===== src/rtl/tbd_accel_ctrl_if.sv =====
// OBI request/response bundle for the tbd_accel control port.
// The master side issues requests. The slave side grants them and returns one response per accepted request.
interface tbd_accel_ctrl_if #(
    parameter int AddrWidth = 32,
    parameter int DataWidth = 32,
    parameter int IdWidth   = 1
);
    logic                   req;
    logic                   gnt;
    logic [AddrWidth-1:0]   addr;
    logic                   we;
    logic [DataWidth/8-1:0] be;
    logic [DataWidth-1:0]   wdata;
    logic [IdWidth-1:0]     aid;
    logic                   rvalid;
    logic [DataWidth-1:0]   rdata;
    logic                   err;
    logic [IdWidth-1:0]     rid;

    modport master (
        output req, addr, we, be, wdata, aid,
        input  gnt, rvalid, rdata, err, rid
    );

    modport slave (
        input  req, addr, we, be, wdata, aid,
        output gnt, rvalid, rdata, err, rid
    );
endinterface


===== src/rtl/tbd_accel_ctrl.sv =====
// MMIO register file and run sequencer for the tbd_accel pattern-match engine.
// A software START launches one run. The block then waits for done, or for a timeout or an abort.
// It captures the match result, counts WAIT cycles and raises a level interrupt.
module tbd_accel_ctrl #(
    parameter int AddrWidth = 32,
    parameter int DataWidth = 32,
    parameter int IdWidth   = 1,
    parameter int LenWidth  = 16
) (
    input  logic                 clk_i,
    input  logic                 rst_i,
    tbd_accel_ctrl_if.slave      obi,
    output logic                 accel_start_o,
    output logic                 accel_abort_o,
    output logic [AddrWidth-1:0] accel_base_o,
    output logic [LenWidth-1:0]  accel_len_o,
    input  logic                 accel_done_i,
    input  logic                 accel_match_i,
    output logic                 irq_o
);

    typedef enum logic [1:0] {
        ST_IDLE,
        ST_LAUNCH,
        ST_WAIT
    } state_e;

    localparam logic [2:0] SEL_CTRL   = 3'd0;
    localparam logic [2:0] SEL_STATUS = 3'd1;
    localparam logic [2:0] SEL_BASE   = 3'd2;
    localparam logic [2:0] SEL_LEN    = 3'd3;
    localparam logic [2:0] SEL_TMO    = 3'd4;
    localparam logic [2:0] SEL_CYCLES = 3'd5;

    localparam logic [DataWidth-1:0] BAD_DATA = DataWidth'(32'hBADC_AB1E);

    state_e                 state_q, state_d;
    logic                   irq_en_q, irq_en_d;
    logic [DataWidth-1:0]   base_q, base_d;
    logic [LenWidth-1:0]    len_q, len_d;
    logic [DataWidth-1:0]   tmo_q, tmo_d;
    logic [DataWidth-1:0]   cycles_q, cycles_d;
    logic                   done_q, done_d;
    logic                   match_q, match_d;
    logic                   timeout_q, timeout_d;
    logic                   start_cmd_q, start_cmd_d;
    logic                   abort_cmd_q, abort_cmd_d;
    logic                   irq_q, irq_d;
    logic                   rvalid_q, rvalid_d;
    logic [DataWidth-1:0]   rdata_q, rdata_d;
    logic                   err_q, err_d;
    logic [IdWidth-1:0]     rid_q, rid_d;

    logic                   busy;
    logic                   bus_wr;
    logic [2:0]             sel;
    logic [DataWidth:0]     cycles_inc;
    logic                   tmo_hit;
    logic [DataWidth-1:0]   len_wide;

    // Merge write data into an old register value, one byte lane per enable bit.
    function automatic logic [DataWidth-1:0] apply_be(
        input logic [DataWidth-1:0]   old_v,
        input logic [DataWidth-1:0]   new_v,
        input logic [DataWidth/8-1:0] be
    );
        logic [DataWidth-1:0] r;
        r = old_v;
        for (int i = 0; i < DataWidth/8; i++) begin
            if (be[i]) begin
                r[i*8 +: 8] = new_v[i*8 +: 8];
            end
        end
        return r;
    endfunction

    assign obi.gnt      = obi.req;
    assign obi.rvalid   = rvalid_q;
    assign obi.rdata    = rdata_q;
    assign obi.err      = err_q;
    assign obi.rid      = rid_q;

    assign sel          = obi.addr[4:2];
    assign bus_wr       = obi.req & obi.we;
    assign busy         = (state_q != ST_IDLE);
    assign cycles_inc   = {1'b0, cycles_q} + (DataWidth+1)'(1);
    assign tmo_hit      = (tmo_q != '0) && (cycles_inc == {1'b0, tmo_q});

    assign accel_base_o = AddrWidth'(base_q);
    assign accel_len_o  = len_q;
    assign irq_o        = irq_q;

    // State register; reset drops the sequencer straight back to idle.
    always_ff @(posedge clk_i or posedge rst_i) begin
        if (rst_i) begin
            state_q <= ST_IDLE;
        end else begin
            state_q <= state_d;
        end
    end

    // Next-state logic. A done in WAIT outranks a timeout, and a timeout outranks a software abort.
    always_comb begin
        state_d = state_q;
        case (state_q)
            ST_IDLE: begin
                if (start_cmd_q && (len_q != '0)) begin
                    state_d = ST_LAUNCH;
                end
            end
            ST_LAUNCH: state_d = ST_WAIT;
            ST_WAIT: begin
                if (accel_done_i || tmo_hit || abort_cmd_q) begin
                    state_d = ST_IDLE;
                end
            end
            default: state_d = ST_IDLE;
        endcase
    end

    // Accelerator pulses. Abort is suppressed whenever done arrives in the same cycle.
    always_comb begin
        accel_start_o = (state_q == ST_LAUNCH);
        accel_abort_o = (state_q == ST_WAIT) && !accel_done_i && (tmo_hit || abort_cmd_q);
    end

    // Register writes first, then hardware status updates, so that a hardware set beats a same-cycle W1C.
    always_comb begin
        irq_en_d    = irq_en_q;
        base_d      = base_q;
        len_d       = len_q;
        tmo_d       = tmo_q;
        cycles_d    = cycles_q;
        done_d      = done_q;
        match_d     = match_q;
        timeout_d   = timeout_q;
        start_cmd_d = 1'b0;
        abort_cmd_d = 1'b0;
        len_wide    = apply_be(DataWidth'(len_q), obi.wdata, obi.be);
        irq_d       = irq_en_q & (done_q | timeout_q);

        if (bus_wr) begin
            case (sel)
                SEL_CTRL: begin
                    if (obi.be[0]) begin
                        irq_en_d    = obi.wdata[1];
                        start_cmd_d = obi.wdata[0] & ~busy;
                        abort_cmd_d = obi.wdata[2];
                    end
                end
                SEL_STATUS: begin
                    if (obi.be[0]) begin
                        if (obi.wdata[1]) done_d    = 1'b0;
                        if (obi.wdata[3]) timeout_d = 1'b0;
                    end
                end
                SEL_BASE: if (!busy) base_d = apply_be(base_q, obi.wdata, obi.be);
                SEL_LEN:  if (!busy) len_d  = len_wide[LenWidth-1:0];
                SEL_TMO:  if (!busy) tmo_d  = apply_be(tmo_q, obi.wdata, obi.be);
                default: ;
            endcase
        end

        case (state_q)
            ST_IDLE: begin
                if (start_cmd_q) begin
                    if (len_q != '0) begin
                        done_d    = 1'b0;
                        timeout_d = 1'b0;
                        match_d   = 1'b0;
                        cycles_d  = '0;
                    end else begin
                        done_d  = 1'b1;
                        match_d = 1'b0;
                    end
                end
            end
            ST_WAIT: begin
                cycles_d = (cycles_q == '1) ? cycles_q : cycles_inc[DataWidth-1:0];
                if (accel_done_i) begin
                    done_d  = 1'b1;
                    match_d = accel_match_i;
                end else if (tmo_hit) begin
                    timeout_d = 1'b1;
                end
            end
            default: ;
        endcase
    end

    // Response path: every granted request yields exactly one response on the next cycle.
    always_comb begin
        rvalid_d = obi.req;
        rid_d    = obi.req ? obi.aid : '0;
        rdata_d  = '0;
        err_d    = 1'b0;
        if (obi.req) begin
            if (obi.we) begin
                case (sel)
                    SEL_BASE, SEL_LEN, SEL_TMO: err_d = busy;
                    SEL_CTRL, SEL_STATUS, SEL_CYCLES: err_d = 1'b0;
                    default: begin
                        err_d   = 1'b1;
                        rdata_d = BAD_DATA;
                    end
                endcase
            end else begin
                case (sel)
                    SEL_CTRL:   rdata_d = DataWidth'({irq_en_q, 1'b0});
                    SEL_STATUS: rdata_d = DataWidth'({timeout_q, match_q, done_q, busy});
                    SEL_BASE:   rdata_d = base_q;
                    SEL_LEN:    rdata_d = DataWidth'(len_q);
                    SEL_TMO:    rdata_d = tmo_q;
                    SEL_CYCLES: rdata_d = cycles_q;
                    default: begin
                        err_d   = 1'b1;
                        rdata_d = BAD_DATA;
                    end
                endcase
            end
        end
    end

    // Register file, command strobes, interrupt and bus response flops.
    always_ff @(posedge clk_i or posedge rst_i) begin
        if (rst_i) begin
            irq_en_q    <= 1'b0;
            base_q      <= '0;
            len_q       <= '0;
            tmo_q       <= '0;
            cycles_q    <= '0;
            done_q      <= 1'b0;
            match_q     <= 1'b0;
            timeout_q   <= 1'b0;
            start_cmd_q <= 1'b0;
            abort_cmd_q <= 1'b0;
            irq_q       <= 1'b0;
            rvalid_q    <= 1'b0;
            rdata_q     <= '0;
            err_q       <= 1'b0;
            rid_q       <= '0;
        end else begin
            irq_en_q    <= irq_en_d;
            base_q      <= base_d;
            len_q       <= len_d;
            tmo_q       <= tmo_d;
            cycles_q    <= cycles_d;
            done_q      <= done_d;
            match_q     <= match_d;
            timeout_q   <= timeout_d;
            start_cmd_q <= start_cmd_d;
            abort_cmd_q <= abort_cmd_d;
            irq_q       <= irq_d;
            rvalid_q    <= rvalid_d;
            rdata_q     <= rdata_d;
            err_q       <= err_d;
            rid_q       <= rid_d;
        end
    end

endmodule


===== src/flat_wrapper.sv =====
// flat-port wrapper written by rule: the top's interface ports become plain ports
module tbd_accel_ctrl_flat 
#(
    parameter int AddrWidth = 32,
    parameter int DataWidth = 32,
    parameter int IdWidth   = 1,
    parameter int LenWidth  = 16
)
  (clk_i, rst_i, accel_start_o, accel_abort_o, accel_base_o, accel_len_o, accel_done_i, accel_match_i, irq_o, obi_req, obi_addr, obi_we, obi_be, obi_wdata, obi_aid, obi_gnt, obi_rvalid, obi_rdata, obi_err, obi_rid);
  tbd_accel_ctrl_if #(.AddrWidth(AddrWidth), .DataWidth(DataWidth), .IdWidth(IdWidth)) obi_i ();
  input  logic clk_i;
  input  logic rst_i;
  output logic accel_start_o;
  output logic accel_abort_o;
  output logic [AddrWidth-1:0] accel_base_o;
  output logic [LenWidth-1:0] accel_len_o;
  input  logic accel_done_i;
  input  logic accel_match_i;
  output logic irq_o;
  input wire logic [$bits(obi_i.req)-1:0] obi_req;
  input wire logic [$bits(obi_i.addr)-1:0] obi_addr;
  input wire logic [$bits(obi_i.we)-1:0] obi_we;
  input wire logic [$bits(obi_i.be)-1:0] obi_be;
  input wire logic [$bits(obi_i.wdata)-1:0] obi_wdata;
  input wire logic [$bits(obi_i.aid)-1:0] obi_aid;
  output wire logic [$bits(obi_i.gnt)-1:0] obi_gnt;
  output wire logic [$bits(obi_i.rvalid)-1:0] obi_rvalid;
  output wire logic [$bits(obi_i.rdata)-1:0] obi_rdata;
  output wire logic [$bits(obi_i.err)-1:0] obi_err;
  output wire logic [$bits(obi_i.rid)-1:0] obi_rid;
  assign obi_i.req = obi_req;
  assign obi_i.addr = obi_addr;
  assign obi_i.we = obi_we;
  assign obi_i.be = obi_be;
  assign obi_i.wdata = obi_wdata;
  assign obi_i.aid = obi_aid;
  assign obi_gnt = obi_i.gnt;
  assign obi_rvalid = obi_i.rvalid;
  assign obi_rdata = obi_i.rdata;
  assign obi_err = obi_i.err;
  assign obi_rid = obi_i.rid;
  tbd_accel_ctrl #(.AddrWidth(AddrWidth), .DataWidth(DataWidth), .IdWidth(IdWidth), .LenWidth(LenWidth)) u_core (.clk_i(clk_i), .rst_i(rst_i), .obi(obi_i), .accel_start_o(accel_start_o), .accel_abort_o(accel_abort_o), .accel_base_o(accel_base_o), .accel_len_o(accel_len_o), .accel_done_i(accel_done_i), .accel_match_i(accel_match_i), .irq_o(irq_o));
endmodule

===== config.mk =====
export PLATFORM = sky130hd
export DESIGN_NAME = tbd_accel_ctrl_flat
export DESIGN_NICKNAME = d
export VERILOG_FILES = /design/src/rtl/tbd_accel_ctrl_if.sv /design/src/rtl/tbd_accel_ctrl.sv /design/src/flat_wrapper.sv
export SDC_FILE = /design/constraint.sdc
export NUM_CORES = 1
export LEC_CHECK = 0
export CAP_MARGIN = 10
export CELL_PAD_IN_SITES_DETAIL_PLACEMENT = 1
export CELL_PAD_IN_SITES_GLOBAL_PLACEMENT = 1
export CORE_MARGIN = 4
export CORE_UTILIZATION = 40
export DETAILED_ROUTE_END_ITERATION = 10
export GPL_ROUTABILITY_DRIVEN = 0
export PLACE_DENSITY = 0.81
export SYNTH_ARGS = -nofsm -noshare
export SYNTH_HDL_FRONTEND = slang
export SYNTH_SLANG_ARGS = --single-unit

===== constraint.sdc =====
create_clock -name clk_i -period 5.82 [get_ports clk_i]
set_input_delay 0.873 -clock clk_i [delete_from_list [all_inputs] [get_ports clk_i]]
set_output_delay 0.873 -clock clk_i [all_outputs]
set_load 0.05 [all_outputs]

==> results of run 1 <==
## cells in the mapped netlist, types with 4 or more instances
| library cell | count | area, µm² |
|---|---|---|
| a21o_1 | 7 | 52.55 |
| a21oi_1 | 37 | 185.2 |
| a221oi_1 | 13 | 113.9 |
| a22oi_1 | 29 | 217.7 |
| a31oi_1 | 6 | 37.54 |
| and2_1 | 10 | 62.56 |
| and3_1 | 9 | 56.30 |
| buf_1 | 6 | 22.52 |
| buf_2 | 6 | 30.03 |
| buf_4 | 5 | 37.54 |
| buf_6 | 10 | 112.6 |
| clkbuf_1 | 26 | 97.59 |
| dfrtp_1 | 156 | 3904 |
| inv_1 | 6 | 22.52 |
| mux2_2 | 91 | 1025 |
| mux2i_1 | 4 | 40.04 |
| nand2_1 | 48 | 180.2 |
| nand3_1 | 13 | 65.06 |
| nand4_1 | 14 | 87.58 |
| nand4_2 | 4 | 50.05 |
| nand4b_1 | 5 | 43.79 |
| nor2_1 | 64 | 240.2 |
| nor2b_1 | 8 | 50.05 |
| nor3_1 | 9 | 45.04 |
| nor4_1 | 15 | 93.84 |
| o21ai_0 | 29 | 145.1 |
| o21ai_1 | 19 | 95.09 |
| o31ai_1 | 18 | 135.1 |
| o41ai_1 | 6 | 52.55 |
| or3_1 | 4 | 25.02 |
| xnor2_1 | 27 | 236.5 |
| xor2_1 | 17 | 148.9 |
## critical path, cell delays in order (launching register included)
cell and delay, ps:
dfrtp_1 510, ha_1 340, nand3_1 280, nor3_2 630, nand4_1 280, a211oi_1 320, o22ai_1 140, nor4b_2 280
nand4b_1 270, a21oi_1 240, clkdlybuf4s50_1 820
## registers in the layout (all words and copies together), names as in the netlist
name,flops
u_core.done_q,1
u_core.obi.rdata,32
u_core.start_cmd_q,1
u_core.timeout_q,1
u_core.cycles_q,32
u_core.abort_cmd_q,1
u_core.accel_len_o,16
u_core.match_q,1
u_core.state_q,2
u_core.obi.err,1
u_core.obi.rid,1
u_core.obi.rvalid,1
u_core.irq_en_q,1
u_core.accel_base_o,32
u_core.irq_o,1
u_core.tmo_q,32
## layer usage
| metal | track usage | wire length [µm] | vias to the layer above |
|---|---|---|---|
| met2 | 0.3828 | 13180 | 248 |
| met4 | 0.07637 | 626 | 0 |
| met3 | 0.03480 | 1239 | 42 |
| met5 | 0 | 0 | - |
| li1 | - | - | 3089 |
| met1 | 0.3561 | 12580 | 3683 |
## worst paths after layout
path	cells after the start	startpoint	slack, ps	end
worst max-delay path	10	u_core.cycles_q[0]	420	accel_abort_o
worst min-delay path	2	u_core.match_q	520	u_core.match_q
worst max register to register	8	u_core.cycles_q[0]	2250	u_core.cycles_q[8]
worst min register to register	2	u_core.match_q	520	u_core.match_q
max in group asynchronous	3	rst_i	3840	u_core.cycles_q[11]
min in group asynchronous	2	rst_i	950	u_core.match_q
## final cells by class
class,count,share of cell area
well taps,270,0.03300
clock buffers,18,0.04290
clock inverters,13,0.01296
flip-flops and latches,156,0.3813
multi-input cells,563,0.3905
repair buffers,143,0.1366
inverters,6,0.002689
## where the power goes
group          total [mW]  leakage (nW)  switching [mW]  internal [mW]
combinational       0.886          1.95           0.536          0.350
sequential           1.39          2.06           0.170           1.22
clock                1.10         0.274           0.495          0.609
total                3.37          4.28            1.20           2.17
## cells by family after synthesis
kind of cell,share of synthesized area
buffers and inverters,0.04247
adder cells (fa/ha/maj),0.001517
AND/OR/NAND/NOR,0.1603
multiplexers,0.1304
AO/OA/AOI/OAI,0.1453
flip-flops,0.4732
XOR/XNOR,0.04672
==> results_dict.tcl, run 1 <==
set metrics [dict create \
    ioPinCount 162 \
    hold_viol_final 0 \
    wl_per_cell_um 23.63 \
    final_common_cell "dfrtp_1" \
    final_cell_mix "156 x dfrtp_1, 131 x clkdlybuf4s50_1, 91 x mux2_2" \
    fp.dieW_um 151.6 \
    drtPass1Iterations 5 \
    grt_usage 0.2458 \
    maxCapViolCount 0 \
    worst_pin_slew_ps 1069 \
    htree_levels 4 \
    power.density_mw_per_mm2 329.6 \
    drc 0 \
    dp_slack_ps 971.1 \
    relSlewSlack 0.2871 \
    cts_buffer_depth 2 \
    insertedDiodeCount 0 \
    die-height_um 151.6 \
    place_area_mm2 0.009666 \
    cts_resized 0 \
    cts_setup_buffers 0 \
    yosys_warnings 0 \
    finalMaxSlewViolations 0 \
    design_area_mm2 0.01024 \
    hpwlAfterDp_um 19550 \
    numPlacedInstances 1138 \
    clk_latency_ps 440 \
    startpoint_type "register" \
    first_iter_violations 698 \
    numCtsBuffers 17 \
    initial_core_util 0.4077 \
    fin_worst_skew_ps 14.37 \
    cts_sinks 156 \
    avgSynthCellArea_um2 10.58 \
    cts_root_buf "clkbuf_16" \
    antenna_found_initial 0 \
    first_global_vias 7380 \
    ys_seq_area_frac 0.4732 \
    port_buffers 132 \
    synthFlopType "dfrtp_1" \
    worst-endpoint-arrival_ps 4530 \
    min_path_type "reg -> reg" \
    vias 7062 \
    finalSetupViolCount 0 \
    fp.coreArea_mm2 0.02023 \
    ys_ff_latch 156 \
    synth_edf_count 0 \
    total_power_mw 3.375 \
    cp_max_fo 9 \
    fin_crit_ps 5399 \
    postSynthCellCount 780 \
    fin_util 0.5059 \
    timing.critical_path.to_type "primary output" \
    drive_gt1_frac 0.1769 \
    path_class "reg -> out" \
    grt_pass1_wl_um 43410 \
    grt_start_max_net_pins 75 \
    die_area_mm2 0.02298 \
    area_delta_synth_final_pct 24.10 \
    async_reset_ff_frac 1.000 \
    clk_pin_slew_ps 60 \
    cts_tree "built" \
    finalWirelength_um 27630 \
    grt_setup_unrepaired "false" \
    final_nets 963 \
    setup_slack_ps 420.8 \
    syn_nets 856 \
    holdBufCountCts 0 \
    syn_area_mm2 0.008249 \
    max_freq_mhz 185.2 \
    via_per_inst 6.041 \
    fin_hold_ws_ps 518.0 \
    status "finished, final reports clean" \
    fillerInstances 2189 \
    rows 52 \
    critical_path_required_ps 4950 \
    final_cells 1169 \
    ir_worst_vdd_v 0.0002143 \
    grt_overflow 0 \
    synth.distinct_cells 68 \
    tns_ps 0 \
    multi_input_area_mm2 0.003998 \
    seqCellArea_mm2 0.003904 \
    antenna_left 0 \
    timing.final.crit_share 0.9277 \
    leakagePower_nw 4.283 \
]
(Power assumes the default switching activity.)
==> inputs of run 2 (changes only) <==
- CTS_CLUSTER_SIZE: not set -> 30
==> results of run 2 <==
Same layout as run 1: the final DEF is identical, and so are final timing and power.
==> edit, RTL diff (flow settings as in run 1) <==
The output `irq_o` loses its register stage (`irq_q` becomes a continuous assignment).
--- a/src/rtl/tbd_accel_ctrl.sv
+++ b/src/rtl/tbd_accel_ctrl.sv
@@ -235,5 +235,4 @@
             start_cmd_q <= 1'b0;
             abort_cmd_q <= 1'b0;
-            irq_q       <= 1'b0;
             rvalid_q    <= 1'b0;
             rdata_q     <= '0;
@@ -251,5 +250,4 @@
             start_cmd_q <= start_cmd_d;
             abort_cmd_q <= abort_cmd_d;
-            irq_q       <= irq_d;
             rvalid_q    <= rvalid_d;
             rdata_q     <= rdata_d;
@@ -259,4 +257,6 @@
     end
 
+    assign irq_q = irq_d;
+
 endmodule
 
Formal check against the unedited RTL: not equivalent (Yosys sat finds a counterexample within 4 cycles, from zero or initial values and one cycle with rst_i high).
==> edit against run 1 <==
  * Critical path type unchanged
  * Clock skew is 0.0032 ns lower
  * Worst setup slack worse by 0.0019 ns
  * Critical path depth stayed put
  * Wire length is 0.20% lower
  * Cell area is 0.26% lower
  * Total power is 0.22% lower
  * Sequential cell count is 1 lower
  * Area after synthesis is 0.30% lower
==> edit: results (changes against run 1) <==
stage	metric	value	unit	change
layout	layout cells sized above 1	17.6	%	-0.092 points
synth	register area share after synthesis	47.2	%	-0.16 points
routing	WL/cell	23.6	um	-0.11%
place	post-place setup slack	0.967	ns	-0.00380 ns
grt	initial antenna violation count	0		unchanged
clocking	CTS Buffer Depth	2		unchanged
min_path	HP Class	reg2reg		
grt	GRT Total Usage	24.9	%	+0.32 points
grt	vias in the first global route	7292		-1.2%
setup_path	CP max-delay cell	clkdlybuf4s50_1		
layout	Final #Nets	961		-0.21%
synth	syn nets	855		-0.12%
run_status	run status	finished, final reports clean		
synth	Post-synth top cells	dfrtp_1, mux2_2, nor2_1		
routing	initial drt markers	538		-23%
power	Worst VDD drop	221	uV	+3.2%
synth	main area contributors after synthesis	dfrtp_1, mux2_2, nor2_1		
place	DP Area	9630	sq um	-0.34%
grt	largest net degree at the start of global routing	60		-20%
place	placed cell count	1136		-0.18%
power	Leak	4.27	nW	-0.26%
power	Sw Pwr	0.00124	W	+3.0%
sta	setup tns final	0	ns	unchanged
place	I/O Buffers	132		unchanged
clocking	Clk pin slew, worst setup/hold paths	0.07	ns	
clocking	post_cts resized	0		unchanged
clocking	CTS Root Cell	clkbuf_16		
place	post-detail-place hpwl	19700	um	+0.64%
layout	Post-Layout Cell Count	1168		-0.086%
synth	cells after synthesis	779		-0.13%
routing	post-detailed-route count of antenna-violating nets	0		unchanged
sta	max_slew headroom	30.0	%	+1.3 points
setup_path	CP peak stage delay	0.84	ns	+0.02 ns
sta	clock skew	0.0112	ns	-0.00320 ns
routing	vias	6973		-1.3%
synth	ys flop type	dfrtp_1		
synth	Ys Warns	0		unchanged
routing	drt pass-1 iters	4		-1
grt	global-route wire length before repair	43700	um	+0.65%
clocking	CTS H-Tree Depth	4		unchanged
edit: routing by layer:
layer	vias to the layer above	track usage (%)	wire length, um
li1	3072	-	-
met5	-	0	0
met1	3624	35.1	12400
met2	237	39.5	13200
met4	0	5.89	409
met3	40	5.12	1570
edit: final cells by class:
cell class / count / area (sq um)
Inverter: 6 / 27.5
Sequential cell: 155 / 3880
Multi-Input combinational cell: 563 / 4000
Tap cell: 270 / 338
Clock buffer: 18 / 429
Clock inverter: 14 / 149
Timing Repair Buffer: 142 / 1390
Fill cell: 2169 / 10000
edit: kinds of logic (layout without fill, tap and decap cells):
family / Yosys count / in the layout / share of synthesized area, %
flip-flops: 155 / 155 / 47.2
multiplexers: 96 / 96 / 13.1
XOR/XNOR: 44 / 44 / 4.69
AND/OR/NAND/NOR: 238 / 238 / 16.1
AO/OA/AOI/OAI: 184 / 184 / 14.6
buffers and inverters: 61 / 180 / 4.26
adder cells (fa/ha/maj): 1 / 1 / 0.152
edit: final timing paths:
path,startpoint,to,slack (ns),depth (start not counted)
setup / recovery,u_core.cycles_q[0],accel_abort_o,0.42,10
hold / removal,u_core.match_q,u_core.match_q,0.52,2
setup reg to reg,u_core.cycles_q[0],u_core.cycles_q[26],2.18,8
hold reg to reg,u_core.match_q,u_core.match_q,0.52,2
max in group asynchronous,rst_i,u_core.obi.rdata[31],3.91,3
min in group asynchronous,rst_i,u_core.obi.rid,0.82,2
edit: tightest hold or removal path, stage by stage (launching register included):
cell     delay (ns)
dfrtp_1        0.35
o21ai_0        0.08
nand2_1        0.06
edit: power by group through the flow:
stage               clock [W]  combinational, W  sequential [W]
floorplan                   0          0.000321         0.00159
global placement            0          0.000857         0.00138
detailed placement          0          0.000876         0.00139
CTS                   0.00111          0.000885         0.00138
global route          0.00116          0.000932         0.00140
finish                0.00110          0.000881         0.00138
